===== config.mk =====
export PLATFORM = sky130hd
export DESIGN_NAME = v_hier_deser_flat
export DESIGN_NICKNAME = d
export VERILOG_FILES = /design/src/rtl/v_hier_deser_if.sv /design/src/rtl/v_hier_deser.sv /design/src/flat_wrapper.sv
export SDC_FILE = /design/constraint.sdc
export NUM_CORES = 1
export LEC_CHECK = 0
export ABC_AREA = 1
export CAP_MARGIN = 20
export CORE_ASPECT_RATIO = 1.2
export CORE_MARGIN = 2
export CORE_UTILIZATION = 30
export DETAILED_ROUTE_END_ITERATION = 10
export GPL_ROUTABILITY_DRIVEN = 0
export GPL_TIMING_DRIVEN = 0
export PLACE_DENSITY = 0.52
export SETUP_SLACK_MARGIN = 0.2
export SLEW_MARGIN = 30
export SYNTH_ARGS = -nofsm -noshare
export SYNTH_HDL_FRONTEND = slang
export SYNTH_SLANG_ARGS = --single-unit

===== constraint.sdc =====
create_clock -name clk -period 4.1 [get_ports clk]
set_clock_uncertainty 0.2 [all_clocks]
set_input_delay 0.82 -clock clk [delete_from_list [all_inputs] [get_ports clk]]
set_output_delay 0.82 -clock clk [all_outputs]
set_load 0.01 [all_outputs]

===== src/rtl/v_hier_deser_if.sv =====
// Serial-in / word-out bundle between a bit producer, the deserializer and the word consumer.
// The master side is the environment; the slave side is the deserializer.
interface v_hier_deser_if #(
  parameter int WIDTH = 8,
  parameter int CNT_W = 4
);
  logic             bit_in;
  logic             bit_vld;
  logic             word_rdy;
  logic [WIDTH-1:0] word_out;
  logic             word_vld;
  logic [CNT_W-1:0] bit_cnt;
  logic             overrun;

  modport master (
    output bit_in, bit_vld, word_rdy,
    input  word_out, word_vld, bit_cnt, overrun
  );

  modport slave (
    input  bit_in, bit_vld, word_rdy,
    output word_out, word_vld, bit_cnt, overrun
  );
endinterface


===== src/rtl/v_hier_deser.sv =====
// Serial-to-parallel deserializer with one output word of buffering and a sticky overrun flag.
// A full shift register waits in STALL until the buffered word is accepted.
module v_hier_deser #(
  parameter int WIDTH     = 8,
  parameter int CNT_W     = 4,
  parameter bit MSB_FIRST = 1'b0
) (
  input  logic             clk,
  input  logic             rst,
  input  logic             clr,
  v_hier_deser_if.slave    bus
);

  typedef enum logic {
    COLLECT = 1'b0,
    STALL   = 1'b1
  } state_t;

  localparam logic [CNT_W-1:0] CNT_LAST = CNT_W'(WIDTH - 1);
  localparam logic [CNT_W-1:0] CNT_FULL = CNT_W'(WIDTH);
  localparam logic [CNT_W-1:0] CNT_ONE  = CNT_W'(1);

  state_t           state_q, state_d;
  logic [WIDTH-1:0] shift_q, shift_d;
  logic [CNT_W-1:0] cnt_q,   cnt_d;
  logic [WIDTH-1:0] word_q,  word_d;
  logic             vld_q,   vld_d;
  logic             ovr_q,   ovr_d;

  logic [WIDTH-1:0] shifted;

  // New bit enters at the end opposite to where the first bit must finally sit.
  function automatic logic [WIDTH-1:0] shift_in(input logic [WIDTH-1:0] cur, input logic b);
    if (MSB_FIRST) return {cur[WIDTH-2:0], b};
    else           return {b, cur[WIDTH-1:1]};
  endfunction

  assign shifted = shift_in(shift_q, bus.bit_in);

  // NOTE: every *_d gets its hold value first, so no path through this block can infer a latch.
  always_comb begin
    state_d = state_q;
    shift_d = shift_q;
    cnt_d   = cnt_q;
    word_d  = word_q;
    vld_d   = vld_q;
    ovr_d   = ovr_q;

    if (clr) begin
      state_d = COLLECT;
      shift_d = '0;
      cnt_d   = '0;
      word_d  = '0;
      vld_d   = 1'b0;
      ovr_d   = 1'b0;
    end else begin
      if (vld_q && bus.word_rdy) vld_d = 1'b0;

      unique case (state_q)
        COLLECT: begin
          if (bus.bit_vld) begin
            if (cnt_q < CNT_LAST) begin
              shift_d = shifted;
              cnt_d   = cnt_q + CNT_ONE;
            end else if (!vld_q || bus.word_rdy) begin
              word_d  = shifted;
              vld_d   = 1'b1;
              shift_d = '0;
              cnt_d   = '0;
            end else begin
              shift_d = shifted;
              cnt_d   = CNT_FULL;
              state_d = STALL;
            end
          end
        end

        STALL: begin
          if (bus.word_rdy) begin
            // Buffered word leaves and the full shift register replaces it in the same edge.
            word_d  = shift_q;
            vld_d   = 1'b1;
            state_d = COLLECT;
            if (bus.bit_vld) begin
              shift_d = shift_in('0, bus.bit_in);
              cnt_d   = CNT_ONE;
            end else begin
              shift_d = '0;
              cnt_d   = '0;
            end
          end else if (bus.bit_vld) begin
            ovr_d = 1'b1;
          end
        end

        default: state_d = COLLECT;
      endcase
    end
  end

  // NOTE: sequential state uses non-blocking assignments so all flops update from pre-edge values.
  always_ff @(posedge clk or posedge rst) begin
    if (rst) begin
      state_q <= COLLECT;
      shift_q <= '0;
      cnt_q   <= '0;
      word_q  <= '0;
      vld_q   <= 1'b0;
      ovr_q   <= 1'b0;
    end else begin
      state_q <= state_d;
      shift_q <= shift_d;
      cnt_q   <= cnt_d;
      word_q  <= word_d;
      vld_q   <= vld_d;
      ovr_q   <= ovr_d;
    end
  end

  assign bus.word_out = word_q;
  assign bus.word_vld = vld_q;
  assign bus.bit_cnt  = cnt_q;
  assign bus.overrun  = ovr_q;

  a_cnt_max:   assert property (@(posedge clk) disable iff (rst) cnt_q <= CNT_FULL);
  a_full_only: assert property (@(posedge clk) disable iff (rst) (cnt_q == CNT_FULL) == (state_q == STALL));
  a_stall_vld: assert property (@(posedge clk) disable iff (rst) (state_q == STALL) |-> vld_q);

endmodule


===== src/flat_wrapper.sv =====
// flat-port wrapper written by rule: the top's interface ports become plain ports
module v_hier_deser_flat 
#(
  parameter int WIDTH     = 8,
  parameter int CNT_W     = 4,
  parameter bit MSB_FIRST = 1'b0
)
  (clk, rst, clr, bus_bit_in, bus_bit_vld, bus_word_rdy, bus_word_out, bus_word_vld, bus_bit_cnt, bus_overrun);
  v_hier_deser_if #(.WIDTH(WIDTH), .CNT_W(CNT_W)) bus_i ();
  input  logic clk;
  input  logic rst;
  input  logic clr;
  input wire logic [$bits(bus_i.bit_in)-1:0] bus_bit_in;
  input wire logic [$bits(bus_i.bit_vld)-1:0] bus_bit_vld;
  input wire logic [$bits(bus_i.word_rdy)-1:0] bus_word_rdy;
  output wire logic [$bits(bus_i.word_out)-1:0] bus_word_out;
  output wire logic [$bits(bus_i.word_vld)-1:0] bus_word_vld;
  output wire logic [$bits(bus_i.bit_cnt)-1:0] bus_bit_cnt;
  output wire logic [$bits(bus_i.overrun)-1:0] bus_overrun;
  assign bus_i.bit_in = bus_bit_in;
  assign bus_i.bit_vld = bus_bit_vld;
  assign bus_i.word_rdy = bus_word_rdy;
  assign bus_word_out = bus_i.word_out;
  assign bus_word_vld = bus_i.word_vld;
  assign bus_bit_cnt = bus_i.bit_cnt;
  assign bus_overrun = bus_i.overrun;
  v_hier_deser #(.WIDTH(WIDTH), .CNT_W(CNT_W), .MSB_FIRST(MSB_FIRST)) u_core (.clk(clk), .rst(rst), .clr(clr), .bus(bus_i));
endmodule

==> flow_summary.json <==
{
  "status": "finished, final reports clean",
  "r2r-start": "u_core.bus.bit_cnt[0]",
  "rsz0062_at_grt": "false",
  "syn_avg_cell_area_um2": 7.202,
  "syn-num-nets": 179,
  "finalCritPeriodShare": 0.5528,
  "dp_hpwl_um": 2008,
  "p_leak_nw": 0.8077,
  "grt_max_degree": 24,
  "cts_hold_buf": 0,
  "via_per_inst": 4.285,
  "setup_viol": 0,
  "grt_pass1_wl_um": 4698,
  "start_util": 0.3143,
  "root_buffer": "clkbuf_8",
  "synth_top_area_share": 0.4646,
  "synth_top_area_cell": "dfrtp_1",
  "synth_area_leaders": "dfrtp_1 46%, nand2_1 24%, nand3_1 10%",
  "hp-start": "u_core.bus.word_out[4]",
  "crit_arrival_ns": 1.25,
  "wirelength_um": 2523,
  "cts_tree": "yes",
  "cts_setup_buffers": 0,
  "n_antenna_cell": 0,
  "critical_path.max_fanout": 5,
  "cts.repair.resized": 0,
  "relSlewSlack": 0.4376,
  "track_usage": 0.1249,
  "h-tree-depth": 1,
  "crit_path_end_kind": "output port",
  "path_cells": "clkdlybuf4s50_1",
  "path_buf_inv": 1,
  "tightestPinTransition_ns": 0.8384,
  "finalPower_uw": 473.5,
  "syn_to_final_growth_pct": 24.44,
  "yosysWarnings": 0,
  "netlist-cell-type-count": 18,
  "rows": 25,
  "drc": 0,
  "hold_viol": 0,
  "grt-ovfl-total": 0,
  "io_buffers": 19,
  "cap_violations": 0,
  "antenna_found_initial": 0,
  "max_stage_delay_ns": 0.56,
  "clk-insertion-delay-late_ns": 0.26,
  "drt_iter0_drc": 30,
  "final_cell_mix": "78 x nand2_1, 25 x nand3_1, 23 x dfrtp_1",
  "die_h_um": 74.39,
  "setup_tns_ns": 0,
  "synth-seq-cells": 23,
  "yosysSeqAreaShare": 0.4646,
  "synth_cells": 172,
  "power.density_nw_per_um2": 307.2,
  "clock_path_buffers": 2,
  "worstHoldPathType": "reg -> reg",
  "peakVddDrop_mv": 0.09685,
  "crit_path_start_kind": "flop",
  "ant_nets": 0,
  "fin_crit_ns": 2.266,
  "wire_per_inst_um": 10.13,
  "fmax_mhz": 441.2,
  "numCtsBuffers": 3,
  "crit_start": "u_core.bus.bit_cnt[0]",
  "nFillCells": 448,
  "clk_pin_slew_ns": 0.08,
  "ios": 20,
  "nets": 203,
  "die_area_um2": 4661,
  "finalMaxSlewViolations": 0,
  "grt_pass1_vias": 1069,
  "vias": 1067,
  "required_ns": 3.08,
  "critPathKind": "reg -> out",
  "drive_above_1_share": 0.07179,
  "cpMaxStageDelayCell": "clkdlybuf4s50_1",
  "dr.pass1.iters": 4,
  "layout_commonest_cell": "nand2_1",
  "fp.dieW_um": 62.66,
  "netlist_area_um2": 1239,
  "crit_family": "buffers and inverters",
  "clkSinkCount": 23,
  "core-area_um2": 3941
}
through the flow:
stage	std cells	utilization	hold WS, ns	area, µm²	setup slack (ns)
global route	249	0.3911	0.3157	1541	1.771
finish	249	0.3911	0.2711	1541	1.834
floorplan	172	-	0.2491	1239	2.445
CTS	249	0.3911	0.2789	1541	1.812
detailed placement	245	0.3797	0.2578	1496	1.756
global placement	245	0.3797	0.2540	1496	1.771
sequential cells by signal, indices dropped and copies added (netlist names):
register             count
u_core.state_q           1
u_core.shift_q           8
u_core.bus.overrun       1
u_core.bus.word_out      8
u_core.bus.bit_cnt       4
u_core.bus.word_vld      1
final timing paths:
| path | slack (ns) | depth (start not counted) | to |
|---|---|---|---|
| max | 1.83 | 1 | bus_bit_cnt[0] |
| min | 0.27 | 2 | u_core.bus.word_out[4] |
| max reg2reg | 2.47 | 6 | u_core.shift_q[4] |
| min reg2reg | 0.27 | 2 | u_core.bus.word_out[4] |
| max in group asynchronous | 2.58 | 2 | u_core.bus.bit_cnt[0] |
| min in group asynchronous | 0.73 | 2 | u_core.shift_q[0] |
final cells by class:
| cell class | instances | area [µm²] | area share |
|---|---|---|---|
| tap | 54 | 67.56 | 0.04383 |
| clock buffer | 4 | 45.04 | 0.02922 |
| timing repair buffer | 19 | 190.2 | 0.1234 |
| multi-input combinational | 124 | 541.8 | 0.3515 |
| sequential | 23 | 575.6 | 0.3734 |
| inverter | 19 | 71.32 | 0.04627 |
| buffer | 6 | 50.05 | 0.03247 |
power by group:
group | internal (mW) | leakage (nW) | switching [mW]
combinational | 0.0377 | 0.471 | 0.0456
sequential | 0.239 | 0.314 | 0.0106
clock | 0.0692 | 0.0228 | 0.0709
routing by layer:
metal | wire length (µm) | track usage
met5 | 0 | 0
met4 | 42 | 0.05926
met3 | 37 | 0.009077
met2 | 1260 | 0.2330
met1 | 1183 | 0.1481
synthesized netlist by cell type:
cell type  number
buf_2           1
clkbuf_1        1
dfrtp_1        23
buf_6           3
buf_4           1
inv_2           2
nand2_2         1
ha_1            1
nor2_1          9
o21ai_0         1
nand3_1        25
nor2_2          1
nand3_4         1
nand3_2         1
nand2_1        78
nand3b_1        1
inv_1          17
a21oi_1         5
kinds of logic (layout without fill, tap and decap cells):
kind of cell | Yosys count | after routing | synth area share
adders and majority gates | 1 | 1 | 0.01010
AOI/OAI and AO/OA | 6 | 6 | 0.02424
buffers and inverters | 25 | 48 | 0.09797
DFF | 23 | 23 | 0.4646
and+or+nand+nor | 117 | 117 | 0.4030
Note: power is estimated with default switching activity, not from simulation.
